===== src/rtl/guess_game_pkg.sv =====
// Shared types and constants for the number-guessing game.
// Holds the verdict encoding and active-low 7-segment glyphs.
package guess_game_pkg;

   localparam int N_BITS_DEF = 7;

   typedef enum logic [1:0] {
      NONE    = 2'd0,
      UP      = 2'd1,
      DOWN    = 2'd2,
      CORRECT = 2'd3
   } verdict_t;

   // Segment order {g,f,e,d,c,b,a}; a 0 bit lights the segment.
   localparam logic [6:0] SEG_DASH = 7'b0111111;
   localparam logic [6:0] SEG_U    = 7'b1000001;
   localparam logic [6:0] SEG_D    = 7'b0100001;
   localparam logic [6:0] SEG_C    = 7'b1000110;

endpackage


===== src/rtl/guess_compare_display_enc.sv =====
// Verdict to 7-segment decoder with selectable polarity.
// Ports: verdict (in, verdict_t), seg (out, 7 bits gfedcba).
module seg7_verdict_enc
   import guess_game_pkg::*;
#(
   parameter bit SEG_ACTIVE_LOW = 1'b1
) (
   input  verdict_t   verdict,
   output logic [6:0] seg
);

   logic [6:0] pat;

   always_comb begin
      pat = SEG_DASH;
      case (verdict)
         UP:      pat = SEG_U;
         DOWN:    pat = SEG_D;
         CORRECT: pat = SEG_C;
         default: pat = SEG_DASH;
      endcase
   end

   // Glyphs are stored active-low; invert for common-cathode boards.
   assign seg = SEG_ACTIVE_LOW ? pat : ~pat;

endmodule


===== src/rtl/guess_compare_display.sv =====
// Scores a guess on the trigger's rising edge and shows the verdict.
// Ports: clk, reset (sync active-low), guess_trigger, user_number,
//        actual_number, seg_display (7 bits gfedcba).
module guess_compare_display
   import guess_game_pkg::*;
#(
   parameter int N_BITS         = N_BITS_DEF,
   parameter bit SEG_ACTIVE_LOW = 1'b1
) (
   input  logic              clk,
   input  logic              reset,
   input  logic              guess_trigger,
   input  logic [N_BITS-1:0] user_number,
   input  logic [N_BITS-1:0] actual_number,
   output logic [6:0]        seg_display
);

   logic     trig_q;
   logic     rise;
   verdict_t verdict;
   verdict_t score;

   assign rise = guess_trigger & ~trig_q;

   always_comb begin
      score = CORRECT;
      if (user_number < actual_number)
         score = UP;
      else if (user_number > actual_number)
         score = DOWN;
   end

   always_ff @(posedge clk) begin
      if (!reset) begin
         trig_q  <= 1'b0;
         verdict <= NONE;
      end else begin
         trig_q <= guess_trigger;
         if (rise)
            verdict <= score;
      end
   end

   // Display depends only on the registered verdict.
   seg7_verdict_enc #(
      .SEG_ACTIVE_LOW(SEG_ACTIVE_LOW)
   ) u_enc (
      .verdict(verdict),
      .seg    (seg_display)
   );

endmodule


===== config.mk =====
export PLATFORM = sky130hd
export DESIGN_NAME = guess_compare_display
export DESIGN_NICKNAME = d
export VERILOG_FILES = /design/src/rtl/guess_game_pkg.sv /design/src/rtl/guess_compare_display_enc.sv /design/src/rtl/guess_compare_display.sv
export SDC_FILE = /design/constraint.sdc
export NUM_CORES = 1
export LEC_CHECK = 0
export BUFFER_PORTS_ARGS = -buffer_cell sky130_fd_sc_hd__buf_2
export CAP_MARGIN = 10
export CORE_AREA = 2 2 39 41
export CTS_CLUSTER_SIZE = 24
export DETAILED_ROUTE_END_ITERATION = 7
export DIE_AREA = 0 0 41 43
export PLACE_DENSITY_LB_ADDON = 0.12
export REMOVE_ABC_BUFFERS = 1
export SYNTH_ARGS = -nofsm -noshare
export SYNTH_HDL_FRONTEND = slang
export SYNTH_SLANG_ARGS = --single-unit

===== constraint.sdc =====
create_clock -name clk -period 2.7 [get_ports clk]
set_clock_uncertainty 0.1 [all_clocks]
set_input_delay 0.27 -clock clk [delete_from_list [all_inputs] [get_ports clk]]
set_output_delay 0.27 -clock clk [all_outputs]
set_load 0.05 [all_outputs]

==> results.json <==
{
  "outcome": "completed",
  "antenna_found_initial": 0,
  "drtIter0Drc": 4,
  "firstDrtPassIters": 4,
  "n_antenna_cell": 0,
  "register_area_um2": 60.1,
  "drt-wirelength-per-cell_um": 7.79,
  "startpoint_type": "register",
  "hold_slack_ns": 0.149,
  "ir_worst_vdd_mv": 0.244,
  "die_w_um": 41,
  "critPathKind": "reg2out",
  "multi_input_area_um2": 278,
  "layout_common_cells": "23 x buf_2, 12 x ha_1, 11 x inv_1, 3 x clkbuf_4, 3 x dfxtp_1",
  "synth.avg_cell_area_um2": 8.76,
  "core_um2": 1380,
  "leakage_nw": 0.304,
  "r2r-start": "trig_q",
  "slew_headroom_pct": 81.9,
  "ys_seq_elements": 3,
  "grt_pass1_wl_um": 1090,
  "die_y_um": 43,
  "numClockSinks": 3,
  "worst-r2r-cell-count": 3,
  "grt_max_degree": 6,
  "tns_ns": 0,
  "die_area_um2": 1760,
  "power_density_nw_per_um2": 458,
  "min_path_cells": 2,
  "portBuffers": 23,
  "hold_class": "in2reg",
  "clock.fmax_mhz": 558,
  "layout_commonest_cell": "buf_2",
  "first_global_vias": 326,
  "worstPathRequired_ns": 2.33,
  "cts_tree": "done",
  "layout-drive-gt1-share_pct": 42.9,
  "holdPathEnd": "trig_q",
  "grt_overflow": 0,
  "reg2reg_slack_ns": 1.64,
  "via_per_inst": 4.23,
  "drtAntennaViolNets": 0,
  "n_fill_cell": 153,
  "vias": 364,
  "syn_area_um2": 394,
  "timing.final.crit_period_ns": 1.79,
  "postCtsSetupRepairBufs": 0,
  "yosysUniqueCellTypes": 18,
  "grt_usage_pct": 9.24,
  "area_growth_pct": 37.1,
  "slew_viol_final": 0,
  "clock_latency_ns": 0.23,
  "period_share_pct": 66.4,
  "synthCells": 45,
  "holdBufCountCts": 0,
  "ys.warnings.count": 0,
  "gp_congestion": 0.644,
  "clock_path_buffers": 2,
  "r2r-end": "verdict[0]",
  "path_max_fanout": 5,
  "setup_viol": 0,
  "path_clk_slew_ns": 0.04,
  "drv_cap": 0,
  "start_util_pct": 28.5,
  "drc": 0,
  "seq_area_frac_synth_pct": 15.2,
  "layout.nets": 100,
  "cts-buffers-inserted": 3,
  "cp-end-kind": "output port",
  "dpl.hpwl_um": 595,
  "rows": 14,
  "rsz0062_at_grt": "false",
  "finalHoldViolations": 0,
  "crit_arrival_ns": 1.42,
  "htree_num_levels": 1,
  "io_pins": 24,
  "ctsResizeCount": 0,
  "drt_wl_total_um": 670,
  "worst_pin_slew_ns": 0.271,
  "root_buffer": "clkbuf_4",
  "min_from": "guess_trigger"
}
[stage by stage]
step	utilization [%]	std cells	cell area, µm²	power (mW)	worst slack (ns)
4_1_cts	39.1	86	541	0.253	0.889
2_1_floorplan	-	43	379	0.140	0.720
5_1_grt	39.1	86	541	0.270	0.821
6_report	39.1	86	541	0.248	0.908
3_3_place_gp	37.2	82	514	0.169	1.11
3_5_place_dp	37.2	82	514	0.170	1.10
[registers in the layout (all words and copies together), names as in the netlist]
| register | flops |
|---|---|
| verdict | 2 |
| trig_q | 1 |
[cells by family (layout without fill, tap and decap cells)]
kind of cell	Yosys count	after routing	share of synthesized area [%]
buffers and inverters	13	38	14.3
adder cells (fa/ha/maj)	12	12	38.1
AND/OR/NAND/NOR	9	9	13.0
AO/OA/AOI/OAI	8	8	19.4
flip-flops	3	3	15.2
[layer usage]
layer / vias to the layer above / wire (µm) / global-route usage (%)
li1: 196 / - / -
met1: 149 / 293 / 10.9
met2: 17 / 299 / 13.4
met3: 2 / 66 / 3.14
met4: 0 / 12 / 6.00
met5: - / 0 / 0
[cell usage after synthesis]
cell type / n / area [µm²]
nor2_1: 1 / 3.75
o221a_1: 1 / 11.3
nand3b_1: 1 / 7.51
or2_1: 1 / 6.26
nand3_1: 1 / 5.00
or2_2: 1 / 6.26
nand2_1: 1 / 3.75
nand4_1: 1 / 6.26
a2111oi_4: 1 / 27.5
o21ai_0: 2 / 10.0
ha_1: 12 / 150
inv_1: 11 / 41.3
a21oi_1: 2 / 10.0
a21oi_2: 2 / 17.5
dfxtp_1: 3 / 60.1
nor2b_1: 1 / 6.26
and2_1: 1 / 6.26
buf_4: 2 / 15.0
[where the power goes]
part / leakage [nW] / total, mW / internal [mW] / switching (mW)
registers: 0.0249 / 0.0515 / 0.0480 / 0.00352
clock network: 0.0150 / 0.0797 / 0.0554 / 0.0243
logic: 0.264 / 0.116 / 0.0383 / 0.0780
total: 0.304 / 0.248 / 0.142 / 0.106
[how the worst max path moves through the flow]
stage	startpoint	depth (start not counted)	slack [ns]	end
floorplan	verdict[0]	3	0.72	seg_display[5]
global placement	user_number[2]	6	1.11	verdict[0]
detailed placement	user_number[2]	6	1.10	verdict[0]
CTS	verdict[0]	4	0.89	seg_display[5]
global route	verdict[0]	4	0.82	seg_display[5]
finish	verdict[0]	4	0.91	seg_display[5]
[worst max-delay path, cell delays in order (launching register included)]
cell and delay [ns]:
dfxtp_1 0.39, inv_1 0.08, ha_1 0.22, or2_2 0.28, buf_2 0.21
[layout make-up]
cell class                 count  area share (%)
timing repair buffer          23            21.3
multi-input combinational     29            51.4
tap                           16            3.70
clock buffer                   4            4.86
sequential                     3            11.1
inverter                      11            7.64
Power figures use the tool's default switching activity.
